File: config.mk
export PLATFORM = sky130hd
export DESIGN_NAME = i2c_seq
export DESIGN_NICKNAME = d
export VERILOG_FILES = /design/src/rtl/i2c_seq.sv
export SDC_FILE = /design/constraint.sdc
export NUM_CORES = 1
export LEC_CHECK = 0
export CAP_MARGIN = 25
export CORE_ASPECT_RATIO = 0.7
export CORE_MARGIN = 4
export CORE_UTILIZATION = 60
export DETAILED_ROUTE_END_ITERATION = 10
export DONT_BUFFER_PORTS = 1
export GPL_TIMING_DRIVEN = 0
export PLACE_DENSITY_LB_ADDON = 0.2
export SETUP_SLACK_MARGIN = 0.2
export SYNTH_ARGS = -nofsm -noshare
export SYNTH_HDL_FRONTEND = slang
export SYNTH_SLANG_ARGS = --single-unit
File: constraint.sdc
create_clock -name sys_clk -period 2.2 [get_ports sys_clk]
set_clock_uncertainty 0.15 [all_clocks]
set_input_delay 0.66 -clock sys_clk [delete_from_list [all_inputs] [get_ports sys_clk]]
set_output_delay 0.66 -clock sys_clk [all_outputs]
set_load 0.005 [all_outputs]
File: src/rtl/i2c_seq.sv
// i2c_seq: two-requester register read/write sequencer driving a byte-level I2C engine.
// Optional feature: define I2C_SEQ_RETRY_EN to retry a NACKed first address byte once.
module i2c_seq #(
  parameter logic [6:0] SLAVE_ADDR = 7'b1100101
) (
  input  logic       sys_clk,
  input  logic       sys_rst,
  input  logic       req0_valid,
  input  logic       req1_valid,
  input  logic       req0_rw,
  input  logic       req1_rw,
  input  logic [7:0] req0_reg,
  input  logic [7:0] req1_reg,
  input  logic [7:0] req0_wdata,
  input  logic [7:0] req1_wdata,
  output logic       req0_ready,
  output logic       req1_ready,
  output logic       done,
  output logic       done_id,
  output logic       err,
  output logic [7:0] rdata,
  output logic       cmd_valid,
  output logic [2:0] cmd_op,
  output logic [7:0] cmd_byte,
  input  logic       cmd_ready,
  input  logic       rsp_valid,
  input  logic       rsp_nack,
  input  logic [7:0] rsp_byte
);

  typedef enum logic [3:0] {
    IDLE, START, ADDR_W, REG, DATA, RSTART, ADDR_R, RD, STOP, DONE
  } state_t;

  localparam logic [2:0] OP_START   = 3'd0;
  localparam logic [2:0] OP_WRITE   = 3'd1;
  localparam logic [2:0] OP_READ    = 3'd2;
  localparam logic [2:0] OP_RESTART = 3'd3;
  localparam logic [2:0] OP_STOP    = 3'd4;

  state_t     state, state_n;
  logic       pending, pending_n;
  logic       last_grant, last_grant_n;
  logic       grant_id, grant_id_n;
  logic       rw_q, rw_n;
  logic [7:0] reg_q, reg_n;
  logic [7:0] wdata_q, wdata_n;
  logic [7:0] rdata_q, rdata_n;
  logic       err_q, err_n;
  logic       pick;
`ifdef I2C_SEQ_RETRY_EN
  logic       retried_q, retried_n;
  logic       retry_q, retry_n;
`endif

  always_ff @(posedge sys_clk or negedge sys_rst) begin
    if (!sys_rst) begin
      state      <= IDLE;
      pending    <= 1'b0;
      last_grant <= 1'b1;
      grant_id   <= 1'b0;
      rw_q       <= 1'b0;
      reg_q      <= 8'h00;
      wdata_q    <= 8'h00;
      rdata_q    <= 8'h00;
      err_q      <= 1'b0;
`ifdef I2C_SEQ_RETRY_EN
      retried_q  <= 1'b0;
      retry_q    <= 1'b0;
`endif
    end else begin
      state      <= state_n;
      pending    <= pending_n;
      last_grant <= last_grant_n;
      grant_id   <= grant_id_n;
      rw_q       <= rw_n;
      reg_q      <= reg_n;
      wdata_q    <= wdata_n;
      rdata_q    <= rdata_n;
      err_q      <= err_n;
`ifdef I2C_SEQ_RETRY_EN
      retried_q  <= retried_n;
      retry_q    <= retry_n;
`endif
    end
  end

  always_comb begin
    state_n      = state;
    pending_n    = pending;
    last_grant_n = last_grant;
    grant_id_n   = grant_id;
    rw_n         = rw_q;
    reg_n        = reg_q;
    wdata_n      = wdata_q;
    rdata_n      = rdata_q;
    err_n        = err_q;
`ifdef I2C_SEQ_RETRY_EN
    retried_n    = retried_q;
    retry_n      = retry_q;
`endif
    pick         = 1'b0;
    req0_ready   = 1'b0;
    req1_ready   = 1'b0;
    done         = 1'b0;
    cmd_valid    = 1'b0;
    cmd_op       = OP_START;
    cmd_byte     = 8'h00;

    // Grant gated by reset so ready cannot pulse while the block is held in reset.
    case (state)
      IDLE: begin
        if (sys_rst && (req0_valid || req1_valid)) begin
          pick         = (req0_valid && req1_valid) ? ~last_grant : req1_valid;
          req0_ready   = ~pick;
          req1_ready   = pick;
          grant_id_n   = pick;
          last_grant_n = pick;
          rw_n         = pick ? req1_rw : req0_rw;
          reg_n        = pick ? req1_reg : req0_reg;
          wdata_n      = pick ? req1_wdata : req0_wdata;
          err_n        = 1'b0;
          pending_n    = 1'b0;
          state_n      = START;
`ifdef I2C_SEQ_RETRY_EN
          retried_n    = 1'b0;
          retry_n      = 1'b0;
`endif
        end
      end
      START:  cmd_op = OP_START;
      ADDR_W: begin cmd_op = OP_WRITE; cmd_byte = {SLAVE_ADDR, 1'b0}; end
      REG:    begin cmd_op = OP_WRITE; cmd_byte = reg_q;              end
      DATA:   begin cmd_op = OP_WRITE; cmd_byte = wdata_q;            end
      RSTART: cmd_op = OP_RESTART;
      ADDR_R: begin cmd_op = OP_WRITE; cmd_byte = {SLAVE_ADDR, 1'b1}; end
      RD:     cmd_op = OP_READ;
      STOP:   cmd_op = OP_STOP;
      DONE: begin
        done    = 1'b1;
        state_n = IDLE;
      end
      default: state_n = IDLE;
    endcase

    // Each command state issues once, then waits for the engine's single response.
    if (state != IDLE && state != DONE) begin
      cmd_valid = ~pending;
      if (!pending) begin
        if (cmd_ready) pending_n = 1'b1;
      end else if (rsp_valid) begin
        pending_n = 1'b0;
        case (state)
          START: state_n = ADDR_W;
          ADDR_W: begin
            if (rsp_nack) begin
`ifdef I2C_SEQ_RETRY_EN
              if (!retried_q) begin
                retried_n = 1'b1;
                retry_n   = 1'b1;
                state_n   = RSTART;
              end else begin
                err_n   = 1'b1;
                state_n = STOP;
              end
`else
              err_n   = 1'b1;
              state_n = STOP;
`endif
            end else begin
              state_n = REG;
            end
          end
          REG: begin
            if (rsp_nack) begin
              err_n   = 1'b1;
              state_n = STOP;
            end else begin
              state_n = rw_q ? RSTART : DATA;
            end
          end
          DATA: begin
            if (rsp_nack) err_n = 1'b1;
            state_n = STOP;
          end
          RSTART: begin
`ifdef I2C_SEQ_RETRY_EN
            if (retry_q) begin
              retry_n = 1'b0;
              state_n = ADDR_W;
            end else begin
              state_n = ADDR_R;
            end
`else
            state_n = ADDR_R;
`endif
          end
          ADDR_R: begin
            if (rsp_nack) begin
              err_n   = 1'b1;
              state_n = STOP;
            end else begin
              state_n = RD;
            end
          end
          RD: begin
            rdata_n = rsp_byte;
            state_n = STOP;
          end
          STOP:    state_n = DONE;
          default: state_n = IDLE;
        endcase
      end
    end
  end

  assign done_id = grant_id;
  assign err     = done & err_q;
  assign rdata   = rdata_q;

endmodule

# Word level (Yosys, flattened, before mapping)
# Index checks and enable logic that the tools add are counted.
# classes
n_eq_ne,10
muxes,35
bitwise_logic,4
reduce_logical,11
# ops
operator,n
$pmux 8 s4,1
$mux 4,7
$pmux 4 s7,1
$mux 1,22
$eq 4x3->1 const B,4
$mux 8,2
$pmux 3 s4,1
$eq 4x2->1 const B,2
$eq 4x4->1 const B,2
$pmux 4 s2,1
$reduce_or 8->1,1
$eq 4x1->1 const B,1
$logic_not 4->1,1
$ne 4x4->1 const B,1
$reduce_and 4->1,1
$reduce_bool 4->1,1
$reduce_or 4->1,1
$logic_and 1x1->1,3
$not 1->1,3
$reduce_and 2->1,1
$reduce_or 2->1,1
$and 1x1->1,1
$logic_or 1x1->1,1
# totals
register_bits,33
in_bits,49
out_inout_bits,25

# Longest topological paths before layout
# Gate-level depths: netlist (run 1).
# depth
word_depth,9
mapped_depth,6

# Least setup slack after synthesis (run 1)
# Ideal clock, no wire load.
# synth_path
path_type,input-to-output
start,input port req1_valid
end,output port req0_ready
arrival_time_ns,1.441
t_required_ns,1.390
setup_slack_ns,-0.051
cell_stages,5
path_cell_list,nand2b_1 > and2_1 > buf_2 > buf_1 > nor2b_1
# synth_between
elab_chain_len,5
# synth_rtl
element,line,source
"start, declared",9,"input logic req1_valid,"
$logic_and 1x1->1,114,pick = (req0_valid && req1_valid) ? ~last_grant : req1_valid;
$mux 1,114,
$not 1->1,115,req0_ready = ~pick;
$mux 1 *,113,if (sys_rst && (req0_valid || req1_valid)) begin
$mux 1 *,111,case (state)
"end, declared",16,"output logic req0_ready,"
# Every way passes the cells marked *; elsewhere a longest branch is shown, timed or not.

# Worst setup path in the final report (run 1)
# layout_path
start,register state[2]
end,output port cmd_byte[0]
# layout_between
elab_chain_len,2
# layout_rtl
element,line,source
"start, declared",41,"state_t state, state_n;"
"start signal, assigned",72,state <= state_n;
$eq 4x3->1 or $eq 4x2->1 (tied branches),111,
$pmux 8 s4 *,111,
"end, declared",24,"output logic [7:0] cmd_byte,"
# Marked as above.

==> results of run 1 <==
## sequential cells by signal (all words and copies together) (netlist names)
signal / cells
rw_q: 1
last_grant: 1
state: 4
done_id: 1
err_q: 1
wdata_q: 8
rdata: 8
pending: 1
reg_q: 8
## cells in the mapped netlist, types with 2 or more instances
master,n
and2_1,3
a21oi_1,13
nor2_1,13
dfrtp_1,32
and3_1,2
nand2_1,6
o21ai_0,8
mux2_2,8
inv_1,5
o2bb2ai_1,17
nor2b_1,5
a22oi_1,19
buf_2,6
clkbuf_1,6
nand2b_1,5
## repair_timing
action                                 CTS  global route
setup buffers                           16            11
resized for setup                       40            32
setup endpoints to repair               16            16
hold buffers                             1             0
pin swaps                               13            12
endpoints found under the hold margin   32             0
## worst max path at each step
stage	to
2_1_floorplan	req0_ready
3_3_place_gp	cmd_byte[5]
3_5_place_dp	cmd_byte[4]
4_1_cts	req0_ready
5_1_grt	cmd_byte[0]
6_report	cmd_byte[0]
## report_power, final
part / total [W] / switching [W] / internal, W / leakage [nW]
combinational: 0.00190 / 0.000962 / 0.000941 / 0.564
sequential: 0.00112 / 0.000236 / 0.000879 / 0.419
clock: 0.000479 / 0.000225 / 0.000254 / 0.0445
total: 0.00350 / 0.00142 / 0.00207 / 1.03
## logic make-up (layout without fill, tap and decap cells)
logic type | Yosys count | after routing | share of synthesized area, %
AO/OA/AOI/OAI | 67 | 67 | 27.76
XOR/XNOR | 1 | 1 | 0.5022
buffers and inverters | 19 | 55 | 4.735
flip-flops | 33 | 33 | 47.42
multiplexers | 8 | 8 | 5.165
AND/OR/NAND/NOR | 43 | 43 | 14.42
## per-layer routing
metal  part of all wire (%)  wire length (µm)
met4                    3.6               226
met2                     47              2955
met3                     12               781
met1                     37              2303
met5                      0                 0
## layout make-up
cell class / count / area, µm²
Multi-Input combinational cell: 119 / 1039
Sequential cell: 33 / 828.3
Fill cell: 128 / 349.1
Timing Repair Buffer: 28 / 265.3
Buffer: 14 / 136.4
Clock buffer: 7 / 86.33
Tap cell: 36 / 45.04
Inverter: 5 / 26.28
Clock inverter: 1 / 7.507
## through the flow
step,area (µm²),hold slack [ns],std cells,setup WS [ns],utilization [%]
after floorplan,1779,0.2144,171,0.1961,-
after global placement,1824,0.2152,207,-0.01287,65.56
after detailed placement,1824,0.2151,207,-0.05010,65.56
after CTS,2226,0.05471,232,-0.04955,79.99
after global routing,2434,0.05418,243,-0.1813,87.46
final,2434,0.04839,243,-0.1313,87.46
==> flow_summary.json, run 1 <==
{
  "worstPathMaxFanout": 5,
  "max_freq_mhz": 428.9,
  "groute.layer.met1.usage_pct": 37.35,
  "endpoint_kind": "output port",
  "count_of_flip_flops_with_a_built_in_enable_after_synthesis": 0,
  "run_status": "complete, but fails checks",
  "syn-instance-count": 171,
  "cts_root_buf": "clkbuf_8",
  "grt_overflow": 0,
  "yosys_register_bits": 33,
  "timing.critical_path.depth": 4,
  "die_area_um2": 3847,
  "die_height_um": 53.11,
  "worstHoldPathType": "in -> async",
  "clock_tree_from_tritoncts": "done",
  "p_per_area_nw_per_um2": 1437,
  "max_cap_viol": 0,
  "number_of_vias_in_the_routed_layout": 1718,
  "drc_errors": 0,
  "post-dp-hpwl_mm": 3.039,
  "critical_path.slowest_cell": "dfrtp_2",
  "sort_of_element_at_the_start_of_the_critical_path": "flop",
  "final_hold_viol_count": 0,
  "core-area_um2": 2783,
  "synthesis.yosys.warnings": 0,
  "syn_avg_cell_area_um2": 10.20,
  "final.setup.worst_slack_ns": -0.1313,
  "detail_route.wl_per_cell_um": 25.79,
  "unrepaired_setup_endpoints_after_global_routing": "yes",
  "post_drt_via_cell_ratio": 7.070,
  "insertion_delay_ns": 0.28,
  "critical_path.reg2reg.endpoint": "rdata[1]$_DFFE_PN0P_",
  "fp-row-count": 16,
  "clock-sinks": 33,
  "nets": 255,
  "netlist-cell-type-count": 38,
  "cell_area_after_technology_mapping_um2": 1744,
  "mostFrequentLayoutCell": "dfrtp_1",
  "met3_resource_use_gr_pct": 8.349,
  "max-clock-path-buffers": 2,
  "synthesis_to_layout_area_growth_pct": 39.53,
  "die-width_um": 72.44,
  "maximum_number_of_pins_on_one_net_before_global_route_repair": 33,
  "via_count_of_the_first_global_routing_pass": 1511,
  "count_of_buffering_cells_on_the_critical_path_with_inverters_included": 1,
  "p_total_w": 0.003498,
  "synth-seq-area-share_pct": 47.42,
  "cp_data_required_time_ns": 1.39,
  "final-max-slew-violation-count": 0,
  "tot_gr_track_use_pct": 27.87,
  "finalSetupTns_ns": -0.8671,
  "portBuffers": 0,
  "primary_ff_master_synth": "dfrtp_1",
  "cts.htree.levels": 2,
  "gp_congestion": 0.9074,
  "power.ir.vdd_worst_mv": 0.8141,
  "initial_utilization_pct": 62.68,
  "ys_top_cells_by_area": "dfrtp_1, o2bb2ai_1, a22oi_1",
  "groute.layer.met2.usage_pct": 43.35,
  "power.static_leakage_nw": 1.028,
  "ff2ff_path_depth": 5,
  "postRouteWirelength_mm": 6.267,
  "synth_top_cell_by_area": "dfrtp_1",
  "antenna_cells_inserted": 0,
  "async_reset_ff_share_pct": 100.0,
  "number_of_nets_with_antenna_violations_after_detailed_routing": 0,
  "cts_inserted_buffers": 5,
  "violations_in_the_final_reports": "negative setup slack",
  "synth_top_area_share_pct": 45.91,
  "io_pins": 74,
  "critical-path-max-stage-delay_ns": 0.46,
  "drt_first_pass_iters": 5,
  "crit_family": "flip-flops",
  "clk_pin_slew_worst_paths_ns": 0.07,
  "worst_setup_path_start": "state[2]$_DFF_PN0_",
  "cp_cell_sequence": "clkbuf_8 -> and3b_1 -> o21ai_0 -> a21oi_1",
  "final_period_minus_worst_setup_slack_ns": 2.331,
  "final.period_utilization_pct": 106.0,
  "antenna_found_initial": 0,
  "reg2reg_from": "state[2]$_DFF_PN0_",
  "most-common-layout-cells": "dfrtp_1, buf_4, a22oi_1, o2bb2ai_1, buf_6",
  "drtIter0Drc": 219,
  "worst_slew_pin_slew_ns": 0.5430,
  "net_count_synth": 220,
  "grt_busiest_layer": "met2",
  "critPathKind": "reg -> out",
  "slack_of_the_worst_reg_to_reg_path_ns": 0.17,
  "setup_viol_count_final": 11,
  "post_route_cells_drive_above_1_share_pct": 45.89,
  "max-slew-margin-rel_pct": 63.80,
  "worstPathArrival_ns": 1.52,
  "grt_first_pass_wirelength_mm": 7.948
}
No activity file was read; power rests on OpenSTA's default activity.
==> inputs of run 2 (changes only) <==
--- a/config.mk
+++ b/config.mk
@@ -8,7 +8,7 @@
 export CAP_MARGIN = 25
 export CORE_ASPECT_RATIO = 0.7
 export CORE_MARGIN = 4
-export CORE_UTILIZATION = 60
+export CORE_UTILIZATION = 62
 export DETAILED_ROUTE_END_ITERATION = 10
 export DONT_BUFFER_PORTS = 1
 export GPL_TIMING_DRIVEN = 0
==> flow_summary.json, run 2 (synthesis gave the netlist of run 1 again) <==
{
  "core-area_um2": 2571,
  "via_count_of_the_first_global_routing_pass": 1688,
  "cts.htree.levels": 2,
  "max-slew-margin-rel_pct": 61.87,
  "cts_inserted_buffers": 5,
  "grt_overflow": 0,
  "p_per_area_nw_per_um2": 1546,
  "ff2ff_path_depth": 8,
  "number_of_vias_in_the_routed_layout": 1990,
  "placed_cells": 205,
  "final_hold_viol_count": 0,
  "postRouteWirelength_mm": 7.709,
  "dp_slack_ns": -0.05385,
  "antenna_cells_inserted": 0,
  "power.ir.vdd_worst_mv": 0.8736,
  "insertion_delay_ns": 0.30,
  "mostFrequentLayoutCell": "dfrtp_1",
  "run_status": "complete, but fails checks",
  "cts_root_buf": "clkbuf_8",
  "power.static_leakage_nw": 1.063,
  "die_height_um": 52.38,
  "cp_data_required_time_ns": 1.39,
  "max_cap_viol": 0,
  "portBuffers": 0,
  "clk_pin_slew_worst_paths_ns": 0.08,
  "die-width_um": 71.40,
  "setup_viol_count_final": 12,
  "die_area_um2": 3739,
  "final.period_utilization_pct": 106.6,
  "clock-sinks": 33,
  "final-max-slew-violation-count": 0,
  "post-dp-hpwl_mm": 3.076,
  "final_period_minus_worst_setup_slack_ns": 2.346,
  "gp_congestion": 0.8477,
  "final.setup.worst_slack_ns": -0.1462,
  "post_drt_via_cell_ratio": 8.189,
  "worst_slew_pin_slew_ns": 0.5576,
  "nets": 257,
  "critPathKind": "reg -> out",
  "violations_in_the_final_reports": "negative setup slack",
  "reg2reg_from": "state[1]$_DFF_PN0_",
  "fp-row-count": 15,
  "clock_tree_from_tritoncts": "done",
  "drc_errors": 0,
  "unrepaired_setup_endpoints_after_global_routing": "yes",
  "drtIter0Drc": 287,
  "worstHoldPathType": "in -> async",
  "worstPathMaxFanout": 6,
  "number_of_nets_with_antenna_violations_after_detailed_routing": 0,
  "maximum_number_of_pins_on_one_net_before_global_route_repair": 33,
  "worstPathArrival_ns": 1.54,
  "antenna_found_initial": 0,
  "max-clock-path-buffers": 2,
  "most-common-layout-cells": "dfrtp_1, buf_4, a22oi_1, o2bb2ai_1, buf_6",
  "initial_utilization_pct": 67.83,
  "tot_gr_track_use_pct": 31.47,
  "endpoint_kind": "output port",
  "drt_first_pass_iters": 5,
  "slack_of_the_worst_reg_to_reg_path_ns": 0.11,
  "max_freq_mhz": 426.2,
  "detail_route.wl_per_cell_um": 31.72,
  "synthesis_to_layout_area_growth_pct": 42.47,
  "io_pins": 74,
  "post_route_cells_drive_above_1_share_pct": 49.28,
  "layout.cells.non_filler": 243,
  "n_fill_cell": 48,
  "critical_path.reg2reg.endpoint": "pending$_DFF_PN0_",
  "layout.core_utilization_pct": 96.64,
  "grt_first_pass_wirelength_mm": 8.804,
  "sort_of_element_at_the_start_of_the_critical_path": "flop"
}
run 2: worst max-delay path by stage:
| stage | slack (ns) | end | cells past startpoint | start |
|---|---|---|---|---|
| 6_report | -0.15 | cmd_byte[2] | 5 | state[2]$_DFF_PN0_ |
| 5_1_grt | -0.14 | cmd_byte[2] | 5 | state[2]$_DFF_PN0_ |
| 4_1_cts | -0.02 | cmd_byte[2] | 6 | state[0]$_DFF_PN0_ |
| 3_5_place_dp | -0.05 | cmd_byte[4] | 6 | state[0]$_DFF_PN0_ |
| 3_3_place_gp | -0.009 | cmd_byte[5] | 6 | state[0]$_DFF_PN0_ |
| 2_1_floorplan | 0.20 | req0_ready | 5 | req1_valid |
run 2: area by class of cell:
type / count / area [µm²] / share of cell area, %
multi-input combinational: 119 / 1041 / 41.89
sequential: 33 / 828.3 / 33.33
timing repair buffer: 30 / 269.0 / 10.83
buffer: 14 / 151.4 / 6.093
clock buffer: 5 / 68.82 / 2.769
clock inverter: 3 / 65.06 / 2.618
tap: 34 / 42.54 / 1.712
inverter: 5 / 18.77 / 0.7553
run 2: what timing repair did:
item | 4_1_cts | 5_1_grt
setup endpoints to repair | 16 | 28
gates cloned | 0 | 2
gates resized for setup | 51 | 31
endpoints found under the hold margin | 32 | 0
pin swaps | 20 | 12
hold buffers | 1 | 0
buffers inserted | 17 | 10
run 2: critical path, cell delays in order (launching register included):
cell	delay [ns]
dfrtp_2	0.48
nor2b_4	0.15
buf_6	0.12
buf_6	0.13
a32oi_1	0.26
nor2_1	0.11
run 2: metal layers:
layer  track usage (%)  part of all wire, %  up-vias
li1                  -                    -      710
met4             10.63                  9.0        0
met1             40.10                   34      940
met2             51.68                   44      252
met5                 0                    0        -
met3             9.195                   13       88
run 2: report_power, final:
group          switching [W]  total [W]  internal, W
logic                0.00105    0.00199     0.000948
clock network       0.000256   0.000707     0.000450
registers           0.000262    0.00114     0.000879
run 2: per-stage QoR:
step	setup TNS [ns]	cell area, µm²	power [W]	hold WS (ns)
finish	-0.7377	2485	0.003842	0.02493
global route	-0.9781	2485	0.003938	0.03902
CTS	-0.07747	2282	0.003213	0.04852
detailed placement	-0.09724	1822	0.002070	0.2155
global placement	-0.01582	1822	0.002021	0.2155
floorplan	0	1779	0.001837	0.2144
